$ cat src/rtl/cpu_sequencer.sv
// cpu_sequencer: multi-cycle FETCH/DECODE/EXEC/WB control FSM for the 16-bit
// Harvard core. Owns the PC, issues one-hot phase strobes, resolves JMP/BEQZ
// and supports free-run, single-step and a sticky HALT state.
// Optional build macro SEQ_PERF_CNT_EN adds retired_cnt and cycle_cnt.
module cpu_sequencer #(
  parameter int PC_W     = 7,
  parameter int PC_STEP  = 2,
  parameter int RESET_PC = 0
) (
  input  logic            clk,
  input  logic            reset,
  input  logic            run,
  input  logic            step,
  input  logic [31:0]     instr,
  input  logic            zero,
  output logic [PC_W-1:0] pc,
  output logic            fetch_en,
  output logic            decode_en,
  output logic            exec_en,
  output logic            wb_en,
  output logic            reg_write_en,
  output logic            busy,
  output logic            halted
`ifdef SEQ_PERF_CNT_EN
  ,
  output logic [15:0]     retired_cnt,
  output logic [15:0]     cycle_cnt
`endif
);

  typedef enum logic [2:0] {
    ST_IDLE   = 3'd0,
    ST_FETCH  = 3'd1,
    ST_DECODE = 3'd2,
    ST_EXEC   = 3'd3,
    ST_WB     = 3'd4,
    ST_HALT   = 3'd5
  } state_t;

  state_t            state_q, state_d;
  logic [PC_W-1:0]   pc_q, pc_d;
  // Only the opcode nibble and the branch target of the instruction matter.
  logic [3:0]        ir_op_q, ir_op_d;
  logic [PC_W-1:0]   ir_tgt_q, ir_tgt_d;
  logic              zero_q, zero_d;

  // Middle instruction bits carry ALU fields consumed elsewhere in the core.
  logic unused_instr_bits;
  assign unused_instr_bits = ^instr[27:PC_W];

  function automatic logic op_is_halt(input logic [3:0] op);
    return (op == 4'hF);
  endfunction

  function automatic logic op_is_beqz(input logic [3:0] op);
    return (op == 4'hE);
  endfunction

  function automatic logic op_is_jmp(input logic [3:0] op);
    return (op == 4'hD);
  endfunction

  // State register.
  always_ff @(posedge clk or posedge reset) begin
    if (reset) begin
      state_q <= ST_IDLE;
    end else begin
      state_q <= state_d;
    end
  end

  // Next-state logic: run dominates step, HALT is sticky, WB chains under run.
  always_comb begin
    state_d = state_q;
    case (state_q)
      ST_IDLE: begin
        if (run) begin
          state_d = ST_FETCH;
        end else if (step) begin
          state_d = ST_FETCH;
        end else begin
          state_d = ST_IDLE;
        end
      end
      ST_FETCH:  state_d = ST_DECODE;
      ST_DECODE: begin
        if (op_is_halt(ir_op_q)) begin
          state_d = ST_HALT;
        end else begin
          state_d = ST_EXEC;
        end
      end
      ST_EXEC:   state_d = ST_WB;
      ST_WB: begin
        if (run) begin
          state_d = ST_FETCH;
        end else begin
          state_d = ST_IDLE;
        end
      end
      ST_HALT:   state_d = ST_HALT;
      default:   state_d = ST_IDLE;
    endcase
  end

  // Datapath next values: IR latched leaving FETCH, zero leaving EXEC, PC leaving WB.
  always_comb begin
    ir_op_d  = ir_op_q;
    ir_tgt_d = ir_tgt_q;
    zero_d   = zero_q;
    pc_d     = pc_q;
    if (state_q == ST_FETCH) begin
      ir_op_d  = instr[31:28];
      ir_tgt_d = instr[PC_W-1:0];
    end else begin
      ir_op_d  = ir_op_q;
      ir_tgt_d = ir_tgt_q;
    end
    if (state_q == ST_EXEC) begin
      zero_d = zero;
    end else begin
      zero_d = zero_q;
    end
    if (state_q == ST_WB) begin
      if (op_is_jmp(ir_op_q)) begin
        pc_d = ir_tgt_q;
      end else if (op_is_beqz(ir_op_q) && zero_q) begin
        pc_d = ir_tgt_q;
      end else begin
        pc_d = pc_q + PC_W'(PC_STEP);
      end
    end else begin
      pc_d = pc_q;
    end
  end

  // Datapath registers.
  always_ff @(posedge clk or posedge reset) begin
    if (reset) begin
      pc_q     <= PC_W'(RESET_PC);
      ir_op_q  <= 4'h0;
      ir_tgt_q <= '0;
      zero_q   <= 1'b0;
    end else begin
      pc_q     <= pc_d;
      ir_op_q  <= ir_op_d;
      ir_tgt_q <= ir_tgt_d;
      zero_q   <= zero_d;
    end
  end

  // Moore output decode from the registered state.
  always_comb begin
    fetch_en     = (state_q == ST_FETCH);
    decode_en    = (state_q == ST_DECODE);
    exec_en      = (state_q == ST_EXEC);
    wb_en        = (state_q == ST_WB);
    reg_write_en = (state_q == ST_WB) && !op_is_jmp(ir_op_q) && !op_is_beqz(ir_op_q);
    busy         = (state_q == ST_FETCH) || (state_q == ST_DECODE) ||
                   (state_q == ST_EXEC)  || (state_q == ST_WB);
    halted       = (state_q == ST_HALT);
  end

  assign pc = pc_q;

`ifdef SEQ_PERF_CNT_EN
  logic [15:0] retired_q, retired_d;
  logic [15:0] cycles_q, cycles_d;

  // Counter next values: retire on each WB exit, count every busy cycle.
  always_comb begin
    retired_d = retired_q;
    cycles_d  = cycles_q;
    if (state_q == ST_WB) begin
      retired_d = retired_q + 16'd1;
    end else begin
      retired_d = retired_q;
    end
    if (busy) begin
      cycles_d = cycles_q + 16'd1;
    end else begin
      cycles_d = cycles_q;
    end
  end

  // Performance counter registers.
  always_ff @(posedge clk or posedge reset) begin
    if (reset) begin
      retired_q <= 16'd0;
      cycles_q  <= 16'd0;
    end else begin
      retired_q <= retired_d;
      cycles_q  <= cycles_d;
    end
  end

  assign retired_cnt = retired_q;
  assign cycle_cnt   = cycles_q;
`endif

endmodule
$ cat config.mk
export PLATFORM = sky130hd
export DESIGN_NAME = cpu_sequencer
export DESIGN_NICKNAME = d
export VERILOG_FILES = /design/src/rtl/cpu_sequencer.sv
export SDC_FILE = /design/constraint.sdc
export NUM_CORES = 1
export LEC_CHECK = 0
export ABC_AREA = 1
export CAP_MARGIN = 20
export CORE_ASPECT_RATIO = 1.4
export CORE_MARGIN = 2
export CORE_UTILIZATION = 45
export CTS_CLUSTER_SIZE = 40
export DETAILED_ROUTE_END_ITERATION = 12
export GPL_ROUTABILITY_DRIVEN = 0
export PLACE_DENSITY = 0.85
export REMOVE_ABC_BUFFERS = 1
export SYNTH_ARGS = -nofsm -noshare
export SYNTH_HDL_FRONTEND = slang
export SYNTH_SLANG_ARGS = --single-unit
$ cat constraint.sdc
create_clock -name clk -period 2.82 [get_ports clk]
set_input_delay 0.564 -clock clk [delete_from_list [all_inputs] [get_ports clk]]
set_output_delay 0.564 -clock clk [all_outputs]
set_load 0.05 [all_outputs]
Yosys cells after proc, flatten, opt, wreduce, memory -nomap -nowiden
Index checks and enable logic that the tools add are counted.
{ "op_classes": {"n_addsub": 1, "eq_ne": 8, "mux": 7, "reduce_logical": 9} }
{ "op_table": {"columns": ["operator", "n"], "rows": [
  ["case mux 3 bit (6 select lines)", 1],
  ["two-way mux 7 bit", 2],
  ["equality test 4 bit, second input constant", 3],
  ["adder 7 x 2 -> 7 bit, second input constant", 1],
  ["equality test 3 x 2 -> 1 bit, second input constant", 2],
  ["equality test 3 bit, second input constant", 2],
  ["equality test 3 x 1 -> 1 bit, second input constant", 1],
  ["logical AND 1 bit", 3],
  ["logical NOT 3 bit", 1],
  ["logical OR 1 bit", 3],
  ["two-way mux 1 bit", 3],
  ["two-way mux 3 bit", 1],
  ["logical NOT 1 bit", 2]
]} }
{ "word_totals": {"reg_bits": 22, "word_cells": 30} }

Logic depth before layout (Yosys ltp)
Gate-level depths: netlist of run 1.
{ "logic_depth": {"word_depth": 4, "ltp_mapped": 7, "mapped_depth_nobuf": 7} }

Worst setup path before layout of run 1
No wires, ideal clock.
{ "synth_path": {"path_kind": "flip-flop to output port", "start": "register state_q[2]", "end": "output halted", "arrival_time_ns": 1.605, "path_slack_ns": 0.651, "stages_incl_launch_ff": 3, "path_buffers": 0, "cell_sequence": "dfrtp_1 > inv_2 > nor3_1"} }
{ "synth_via": {"elab_chain_len": 1} }
{ "synth_rtl": {"columns": ["item", "line", "source"], "rows": [
  ["start, declared", "40", "state_t state_q, state_d;"],
  ["start signal, assigned", "68", "state_q <= state_d;"],
  ["equality test 3 bit", "161", "halted = (state_q == ST_HALT);"],
  ["end, declared", "23", "output logic halted"]
]} }
Every way passes these cells.

Worst setup path after layout of run 1
{ "layout_path": {"start": "register ir_op_q[0]", "end": "output reg_write_en"} }
{ "layout_via": {"elab_chain_len": 4, "elab_cells_between_ends": 6, "cone_classes": "eq/ne (2); reduce/logical (4)"} }
{ "layout_rtl": {"columns": ["item", "line", "source"], "rows": [
  ["start, declared", "43", "logic [3:0] ir_op_q, ir_op_d;"],
  ["start signal, assigned", "146", "ir_op_q <= ir_op_d;"],
  ["equality test 4 bit", "60", "return (op == 4'hD);"],
  ["logical NOT 1 bit", "158", "reg_write_en = (state_q == ST_WB) && !op_is_jmp(ir_op_q) && !op_is_beqz(ir_op_q);"],
  ["logical AND 1 bit", "158", null],
  ["logical AND 1 bit (*)", "158", null],
  ["end, declared", "21", "output logic reg_write_en,"]
]} }
Mark *: on every way between the ends. The rest lies on a longest branch, timed or not.

==> impl_metrics.tcl, run 1 <==
set metrics [dict create \
    p_sw_uw 828 \
    crit_required_ns 2.26 \
    slowest_delay_ns 0.80 \
    relSlewSlack_pct 46.0 \
    period_share_pct 92.9 \
    synth_cells 141 \
    path_max_fanout 5 \
    synth_fa_ha_area_share_pct 1.06 \
    wl_per_cell_um 11.2 \
    synth_area_leaders "dfrtp_1 47%, nand2_1 11%, nand3_1 8.9%" \
    busiest_layer "met2" \
    hold_violations 0 \
    grt_pass1_wl_um 3950 \
    ctsHoldBuffers 0 \
    grt_max_degree 23 \
    dieArea_sq_mm 0.00306 \
    final_core_util_pct 60.1 \
    clkPwrFrac_pct 14.1 \
    crit_family "buffers and inverters" \
    pwr-share-comb_pct 53.6 \
    synth_compound_area_share_pct 6.14 \
    antenna_found_initial 0 \
    cts_tree "built" \
    crit_buf_inv 2 \
    ys_seq_area_share_pct 46.6 \
    placedCellCount 204 \
    syn_to_final_growth_pct 30.2 \
    syn_area_sq_mm 0.00118 \
    ir_drop_mv 0.574 \
    synthSimpleGateAreaFrac_pct 36.1 \
    synth_xor_area_share_pct 1.48 \
    root_buffer "clkbuf_4" \
    die_w_um 47.3 \
    hold_class "reg2reg" \
    drt_iter0_drc 13 \
    drive_above_1_share_pct 16.9 \
    cp_slowest_cell "clkdlybuf4s50_1" \
    postCtsSetupBuffers 0 \
    critical_path_class "reg2out" \
    ios 51 \
    use_met3_pct 1.95 \
    first_global_vias 978 \
    n_antenna_cell 0 \
    fmax_mhz 382 \
    yosysUniqueCellTypes 25 \
    final_cell_count_no_fill 208 \
    cts_max_path_buffers 2 \
    die_h_um 64.7 \
    htreeDepth 1 \
    synth_mux_area_share_pct 0 \
    hpwl_um 1730 \
    power_leakage_uw 0.000745 \
    swShare_pct 47.7 \
    syn_area_per_cell_sq_um 8.39 \
    sequentialPowerShare_pct 32.4 \
    clock-sinks 22 \
    p_int_uw 907 \
    drc 0 \
    finClkSkew_ns 0.00858 \
    outcome "finished, final reports clean" \
    ys_warn_count 0 \
    cts_resized 0 \
    grt_overflow_total 0 \
    numPortBuffers 29 \
    start_kind "flop" \
    final_nets 211 \
    core-area_sq_mm 0.00256 \
    first_pass_iters 2 \
    yosys.area.top_type "dfrtp_1" \
    yosysTopAreaCellShare_pct 46.6 \
    cap_violations 0 \
    antenna_left 0 \
    grt.met2_usage_pct 29.6 \
    track_usage_pct 17.4 \
    powerDensity_mw_per_mm2 1130 \
    worst_slew_pin_slew_ns 0.810 \
    clock_latency_ns 0.32 \
    gr-usage-met1_pct 20.0 \
    worstPathCellList "inv_1 > nor2_1 > nand2_1 > nand2_1 > nor2_1 > clkdlybuf4s50_1" \
    end_kind "output port" \
    vias 1001 \
    fin_setup_tns_ns 0 \
    drv_slew 0 \
    fillCellCount 229 \
    grt_setup_unrepaired "no" \
    clk_pin_slew_ns 0.13 \
    ys_ff_latch 22 \
    cts_made_buffers 3 \
    synth_top_family_by_area "simple AND/OR/NAND/NOR gates" \
    crit_arrival_ns 2.06 \
    wl_um 2330 \
    rows 22 \
    period_minus_slack_ns 2.62 \
    viasPerCell 4.81 \
    start_util_pct 46.2 \
    finalSetupViolCount 0 \
]
## cell usage after synthesis
| cell | count |
|---|---|
| inv_1 | 13 |
| o21bai_1 | 2 |
| nor2_2 | 1 |
| a21oi_1 | 1 |
| nand2_4 | 3 |
| xnor2_1 | 1 |
| o21ai_0 | 4 |
| inv_2 | 2 |
| nor3_1 | 2 |
| ha_1 | 1 |
| inv_4 | 1 |
| nand2_1 | 36 |
| nor2_1 | 6 |
| buf_6 | 1 |
| nand2_2 | 14 |
| dfrtp_1 | 22 |
| o21ai_2 | 2 |
| o211ai_1 | 1 |
| nand3b_1 | 2 |
| o31ai_1 | 1 |
| xor2_1 | 1 |
| nand3_1 | 21 |
| inv_6 | 1 |
| buf_12 | 1 |
| nor2_4 | 1 |
## cell usage in the layout (no fill, tap or decap), types with 2 or more instances in the layout
cell type	netlist	layout
clkbuf_4	0	3
clkdlybuf4s50_1	0	29
dfrtp_1	22	22
inv_1	13	13
inv_2	2	2
nand2_1	36	36
nand2_2	14	14
nand2_4	3	3
nand3_1	21	21
nand3b_1	2	2
nor2_1	6	6
nor3_1	2	2
o21ai_0	4	4
o21ai_2	2	2
o21bai_1	2	2
## cell families after synthesis
group | count (synthesis)
AOI/OAI and AO/OA | 11
DFF | 22
adders and majority gates | 1
and+or+nand+nor | 86
buffers and inverters | 19
xor gates and xnor gates | 2
## power groups by stage
stage	Combinational, uW	Clock (uW)	Sequential (uW)
floorplan	587	0	646
global placement	907	0	554
detailed placement	931	0	564
CTS	942	249	558
global route	1010	259	576
finish	929	244	562
## through the flow
step	total power (uW)	area, sq um	hold WS [ns]	setup WS (ns)
final	1740	1540	0.490	0.199
after global routing	1840	1540	0.541	0.0651
after CTS	1750	1540	0.499	0.172
after detailed placement	1490	1490	0.467	0.551
after global placement	1460	1490	0.458	0.574
after floorplan	1230	1150	0.461	0.651
## path summary, 6_finish.rpt
path | slack [ns] | cells past startpoint | endpoint | start
worst max-delay path | 0.20 | 6 | reg_write_en | ir_op_q[0]
worst max register to register | 1.60 | 6 | pc[4] | state_q[0]
max in group asynchronous | 1.63 | 2 | ir_tgt_q[3] | reset
worst min-delay path | 0.49 | 2 | pc[0] | pc[0]
min in group asynchronous | 0.69 | 2 | pc[2] | reset
worst min register to register | 0.49 | 2 | pc[0] | pc[0]
## layer usage
layer	part of all wire, %	vias up
li1	-	506
met1	42	474
met2	54	16
met3	2.1	5
met4	2.5	0
met5	0	-
## cell type report
type	count	area, sq um	share of cell area (%)
clock inverter	1	30.0	1.95
multi-input combinational	100	529	34.4
clock buffer	3	22.5	1.46
tap	36	45.0	2.93
inverter	17	71.3	4.63
timing repair buffer	29	290	18.9
sequential	22	551	35.8
## tightest hold or removal path, cell delays in order (launching register included)
cell and delay (ns):
dfrtp_1 0.37, nand2_1 0.05, nand2_1 0.05
## flip-flops by register name (all words and copies together), names as in the netlist
name / flops
pc: 7
ir_op_q: 4
zero_q: 1
ir_tgt_q: 7
state_q: 3
No activity file was read; power rests on OpenSTA's default activity.
==> run 2, diff against run 1 <==
--- a/config.mk
+++ b/config.mk
@@ -6,7 +6,7 @@
 export NUM_CORES = 1
 export LEC_CHECK = 0
 export ABC_AREA = 1
-export CAP_MARGIN = 20
+export CAP_MARGIN = 25
 export CORE_ASPECT_RATIO = 1.4
 export CORE_MARGIN = 2
 export CORE_UTILIZATION = 45
==> results of run 2 <==
No change in the layout: final DEF, timing and power equal those of run 1.
==> run 3, diff against run 2 <==
--- a/config.mk
+++ b/config.mk
@@ -18,3 +18,4 @@
 export SYNTH_ARGS = -nofsm -noshare
 export SYNTH_HDL_FRONTEND = slang
 export SYNTH_SLANG_ARGS = --single-unit
+export TNS_END_PERCENT = 30
==> results of run 3 <==
No change in the layout: final DEF, timing and power equal those of run 1.
